<file path="config.mk">
export PLATFORM = sky130hd
export DESIGN_NAME = key_entry
export DESIGN_NICKNAME = d
export VERILOG_FILES = /design/src/rtl/key_entry_pkg.sv /design/src/rtl/btn_debounce.sv /design/src/rtl/key_entry.sv
export SDC_FILE = /design/constraint.sdc
export NUM_CORES = 1
export LEC_CHECK = 0
export BUFFER_PORTS_ARGS = -buffer_cell sky130_fd_sc_hd__buf_2
export CAP_MARGIN = 20
export CORE_ASPECT_RATIO = 0.5
export CORE_MARGIN = 2
export CORE_UTILIZATION = 40
export DETAILED_ROUTE_END_ITERATION = 8
export MAX_ROUTING_LAYER = met4
export SYNTH_ARGS = -nofsm -noshare
export SYNTH_HDL_FRONTEND = slang
export SYNTH_HIERARCHICAL = 1
export SYNTH_SLANG_ARGS = --single-unit
</file>
<file path="constraint.sdc">
create_clock -name clk -period 2.6 [get_ports clk]
set_input_delay 0 -clock clk [delete_from_list [all_inputs] [get_ports clk]]
set_output_delay 0 -clock clk [all_outputs]
set_load 0.03 [all_outputs]
</file>
<file path="src/rtl/key_entry_pkg.sv">
// Shared types and constants for the operator key entry front end.
package key_entry_pkg;

  localparam int DEB_TICKS_DEF = 4;
  localparam int NUM_KEYS      = 4;
  localparam int VAL_W         = 4;

  localparam logic FIELD_DATA = 1'b0;
  localparam logic FIELD_CRE  = 1'b1;

  typedef enum logic {EDIT = 1'b0, HOLD = 1'b1} state_t;

  // One-cycle press pulses; bit order matches the raw key vector.
  typedef struct packed {
    logic ok;
    logic sel;
    logic dec;
    logic inc;
  } key_t;

  // Modulo-16 step; inc and dec together cancel.
  function automatic logic [VAL_W-1:0] step_val(input logic [VAL_W-1:0] v,
                                                input logic up, input logic dn);
    logic [VAL_W-1:0] r;
    r = v;
    if (up && !dn)      r = v + VAL_W'(1);
    else if (dn && !up) r = v - VAL_W'(1);
    return r;
  endfunction

endpackage

</file>
<file path="src/rtl/btn_debounce.sv">
// One raw key: 2-flop synchronizer, tick-sampled debouncer, registered rise pulse.
module btn_debounce #(
  parameter int DEB_TICKS = 4,
  parameter int CNT_W     = 4
) (
  input  logic clk,
  input  logic rst,
  input  logic tick,
  input  logic raw,
  output logic rise
);

  logic [1:0]       sync_pipe;
  logic             level;
  logic [CNT_W-1:0] cnt;

  always_ff @(posedge clk or negedge rst) begin
    if (!rst) sync_pipe <= '0;
    else      sync_pipe <= {sync_pipe[0], raw};
  end

  // Any cycle where the synced level agrees with the debounced one restarts the run.
  always_ff @(posedge clk or negedge rst) begin
    if (!rst) begin
      level <= 1'b0;
      cnt   <= '0;
      rise  <= 1'b0;
    end else begin
      rise <= 1'b0;
      if (sync_pipe[1] == level) begin
        cnt <= '0;
      end else if (tick) begin
        if (cnt == CNT_W'(DEB_TICKS - 1)) begin
          level <= ~level;
          cnt   <= '0;
          rise  <= ~level;
        end else begin
          cnt <= cnt + CNT_W'(1);
        end
      end
    end
  end

endmodule

</file>
<file path="src/rtl/key_entry.sv">
// Debounced inc/dec/sel/ok keys editing data and credential nibbles, committed over valid/ready.
module key_entry
  import key_entry_pkg::*;
#(
  parameter int DEB_TICKS = DEB_TICKS_DEF,
  parameter int CNT_W     = 4
) (
  input  logic             clk,
  input  logic             rst,
  input  logic             tick,
  input  logic             btn_inc,
  input  logic             btn_dec,
  input  logic             btn_sel,
  input  logic             btn_ok,
  input  logic             ready,
  output logic [VAL_W-1:0] ubData,
  output logic [VAL_W-1:0] ubCre,
  output logic             field,
  output logic             valid
);

  logic [NUM_KEYS-1:0] raw, rise;
  key_t                keys;

  assign raw  = {btn_ok, btn_sel, btn_dec, btn_inc};
  assign keys = key_t'(rise);

  for (genvar i = 0; i < NUM_KEYS; i++) begin : g_key
    btn_debounce #(.DEB_TICKS(DEB_TICKS), .CNT_W(CNT_W)) u_deb (
      .clk  (clk),
      .rst  (rst),
      .tick (tick),
      .raw  (raw[i]),
      .rise (rise[i])
    );
  end

  state_t           state, state_n;
  logic [VAL_W-1:0] data_n, cre_n;
  logic             field_n;

  always_ff @(posedge clk or negedge rst) begin
    if (!rst) begin
      state  <= EDIT;
      ubData <= '0;
      ubCre  <= '0;
      field  <= FIELD_DATA;
      valid  <= 1'b0;
    end else begin
      state  <= state_n;
      ubData <= data_n;
      ubCre  <= cre_n;
      field  <= field_n;
      valid  <= (state_n == HOLD);
    end
  end

  // ok preempts edits; sel toggles after the value change on the current field.
  always_comb begin
    state_n = state;
    data_n  = ubData;
    cre_n   = ubCre;
    field_n = field;
    case (state)
      EDIT: begin
        if (keys.ok) begin
          state_n = HOLD;
        end else begin
          if (field == FIELD_CRE) cre_n  = step_val(ubCre,  keys.inc, keys.dec);
          else                    data_n = step_val(ubData, keys.inc, keys.dec);
          if (keys.sel) field_n = ~field;
        end
      end
      HOLD: begin
        if (valid && ready) begin
          state_n = EDIT;
          data_n  = '0;
          cre_n   = '0;
          field_n = FIELD_DATA;
        end
      end
      default: state_n = EDIT;
    endcase
  end

endmodule

</file>
==> reports/results.tsv <==
stage	metric	value	unit
sta	rsz0062_at_grt	no	
power_and_ir_drop	power.leakage	1.10	nW
global_route	grt_pass1_vias	1218	
placed_design	hpwlAfterDp	2120	um
clock_tree	post_cts_buffers	0	
logic_synthesis	yosys.area_share.simple	0.158	
layout	finish.utilization	0.496	
run	cap_violations	0	
global_route	grt_max_degree	43	
status	status	complete, no violations	
route	antenna_left	0	
placed_design	dpl_worst_slack	0.619	ns
placed_design	finalWeightedCongestion	0.849	
route	drc	0	
layout	instances_no_fill	265	
layout	diodes	0	
power_and_ir_drop	powerDensity	903	nW/um^2
placed_design	placed_cells	252	
sta	period_minus_slack	1.97	ns
global_route	grt-ovfl-total	0	
global_route	grt_usage	0.136	
logic_synthesis	synth_top_area_share	0.539	
die	coreArea	4530	sq um
die	row_count	17	
logic_synthesis	synth_fa_ha_area_frac	0.0783	
logic_synthesis	seq_area_frac_synth	0.539	
sta	skew	0.00277	ns
global_route	antenna_found_initial	0	
sta	setup_viol	0	
clock_tree	clockBufferDepth	2	
clock_tree	cts_max_level	2	
logic_synthesis	postSynthAreaPerCell	11.4	sq um
die	dieArea	5480	sq um
worst_setup_path	critPathRequiredTime	2.81	ns
layout	nets	218	
die	die_h	53.4	um
route	num_vias	1271	
sta	hold_viol	0	
clock_tree	ctsHoldBuffers	6	
clock_tree	root_buffer	clkbuf_8	
sta	finalCritPeriodShare	0.756	
logic_synthesis	synth_fp_nets	190	
global_route	grt_pass1_wl	5310	um
global_route	grt_use_met1	0.167	
worst_setup_path	startpoint_type	flip-flop	
worst_setup_path	slowest_delay	0.36	ns
logic_synthesis	synth_top_family_by_area	simple AND/OR/NAND/NOR gates	
clock_tree	cts_num_sinks	42	
worst_setup_path	path_class	reg2reg	
sta	fin_setup_tns	0	ns
sta	slew_viol_final	0	
global_route	met3_usage	0.0436	
power_and_ir_drop	ir_drop	328	uV
worst_setup_path	crit_chain	inv_1 -> ha_1 -> inv_1 -> ha_1 -> a21o_1 -> a21oi_1 -> mux2i_1 -> mux2i_1	
logic_synthesis	synth_edf_count	0	
logic_synthesis	yosys-top-cells-area	dfrtp_1, ha_1, mux2i_1	
hold_path	hp-class	in2reg	
layout	areaGrowthSynthToFinish	15.2	%
sta	fin_ws	0.634	ns
worst_setup_path	path_max_fanout	6	
sta	worstMarginPinSlew	0.909	ns
worst_setup_path	arrival	2.18	ns
logic_synthesis	syn_area	1950	sq um
clock_tree	clock_latency	0.29	ns
clock_tree	ctsResizeCount	0	
logic_synthesis	synth_top_flop_cell	dfrtp_1	
worst_setup_path	end_kind	flip-flop	
clock_tree	cts_buffers	5	
logic_synthesis	synth.largest_area_cell	dfrtp_1	
route	first_pass_iters	4	
layout	drive_gt1_frac	0.161	
logic_synthesis	synth-async-reset-ratio	1.00	
sta	slew_headroom	0.394	
logic_synthesis	syn_inst	171	
clock_tree	clk_pin_slew_worst_paths	0.07	ns
route	drt_wl_total	3030	um
die	start_util	0.430	
logic_synthesis	synth_warnings	6	
route	vias_per_cell	4.80	
logic_synthesis	synth.distinct_cells	28	
die	fp.dieW	103	um
logic_synthesis	synth_compound_area_frac	0.0796	
route	drtIter0Drc	28	
sta	max_clock_freq	0.509	GHz
route	wl_per_cell	11.4	um
logic_synthesis	synth_xor_xnor_area_share	0.0494	
logic_synthesis	synthMuxAreaShare	0.0693	
die	ios	18	
placed_design	io_buffers	17	
worst_setup_path	crit_slowest_cell	dfrtp_1	
global_route	grt_use_met2	0.203	
clock_tree	cts_tree	yes	
logic_synthesis	synth_seq_cells	42	
global_route	grt_busiest_layer	met2	
-- critical path, delay by kind of cell, from the launching register on --
| family | cells | cell delay [ns] |
|---|---|---|
| buffers and inverters | 2 | 0.20 |
| multiplexers | 2 | 0.44 |
| AO/OA/AOI/OAI | 2 | 0.34 |
| adder cells (fa/ha/maj) | 2 | 0.54 |
| flip-flops | 1 | 0.36 |
-- registers in the layout (all words and copies together) (netlist names) --
signal,cells
g_key.u_deb/rise,4
ubData,4
ubCre,4
field,1
g_key.u_deb/sync_pipe,8
state,1
g_key.u_deb/cnt,16
g_key.u_deb/level,4
-- cells in the mapped netlist (4+ instances only) --
cell      count
a211o_1       4
nor2_1       16
ha_1          9
nand3_1       6
a21oi_2       4
nand2_1      15
dfrtp_1      42
nand4b_1      4
o21ai_0       6
mux2i_1       9
inv_1        11
a21oi_1       8
nand4_1       4
mux2_1        4
xnor2_1       5
xor2_1        6
-- layout by cell type (no fill, tap or decap), types with 5 or more instances in the layout --
cell type	n
a21oi_1	8
buf_2	17
clkbuf_8	5
dfrtp_1	42
dlygate4sd3_1	6
ha_1	9
inv_1	11
mux2i_1	9
nand2_1	15
nand3_1	6
nor2_1	16
o21ai_0	6
xnor2_1	5
xor2_1	6
-- power breakdown --
| part | total [mW] | internal (mW) | switching, mW |
|---|---|---|---|
| clock network | 0.384 | 0.180 | 0.204 |
| registers | 0.952 | 0.809 | 0.142 |
| logic | 0.692 | 0.287 | 0.405 |
| total | 2.03 | 1.28 | 0.751 |
-- logic make-up (layout without fill, tap and decap cells) --
family,after synthesis,in the layout
and+or+nand+nor,57,57
DFF,42,42
AOI/OAI and AO/OA,24,24
muxes,13,13
buffers and inverters,13,41
adders and majority gates,11,11
xor gates and xnor gates,11,11
-- area by class of cell --
| class | count | area [sq um] |
|---|---|---|
| clock inverter | 2 | 10.0 |
| inverter | 11 | 41.3 |
| clock buffer | 5 | 68.8 |
| multi-input combinational | 116 | 847 |
| timing repair buffer | 23 | 145 |
| fill | 427 | 2280 |
| sequential | 42 | 1050 |
| tap | 66 | 82.6 |
-- metrics by stage --
stage	hold WS, ns	total power, mW	area [sq um]
finish	0.199	2.03	2250
floorplan	-0.296	1.47	1950
CTS	0.173	2.07	2250
global route	0.218	2.19	2250
detailed placement	0.109	1.66	2110
global placement	0.109	1.64	2110
-- per-layer routing --
layer	share of wire	vias up
li1	-	646
met5	0	-
met4	0.018	0
met3	0.045	5
met2	0.43	18
met1	0.51	602
-- path summary, 6_finish.rpt --
check	from	to	slack, ns	depth (start not counted)
max	g_key[1].u_deb/rise	ubData[3]	0.63	8
min	tick	g_key[3].u_deb/cnt[2]	0.20	3
max reg2reg	g_key[1].u_deb/rise	ubData[3]	0.63	8
min reg2reg	g_key[2].u_deb/sync_pipe[0]	g_key[2].u_deb/sync_pipe[1]	0.35	0
max in group asynchronous	rst	ubData[3]	1.65	2
min in group asynchronous	rst	g_key[2].u_deb/sync_pipe[0]	0.38	2
(Power assumes the default switching activity.)
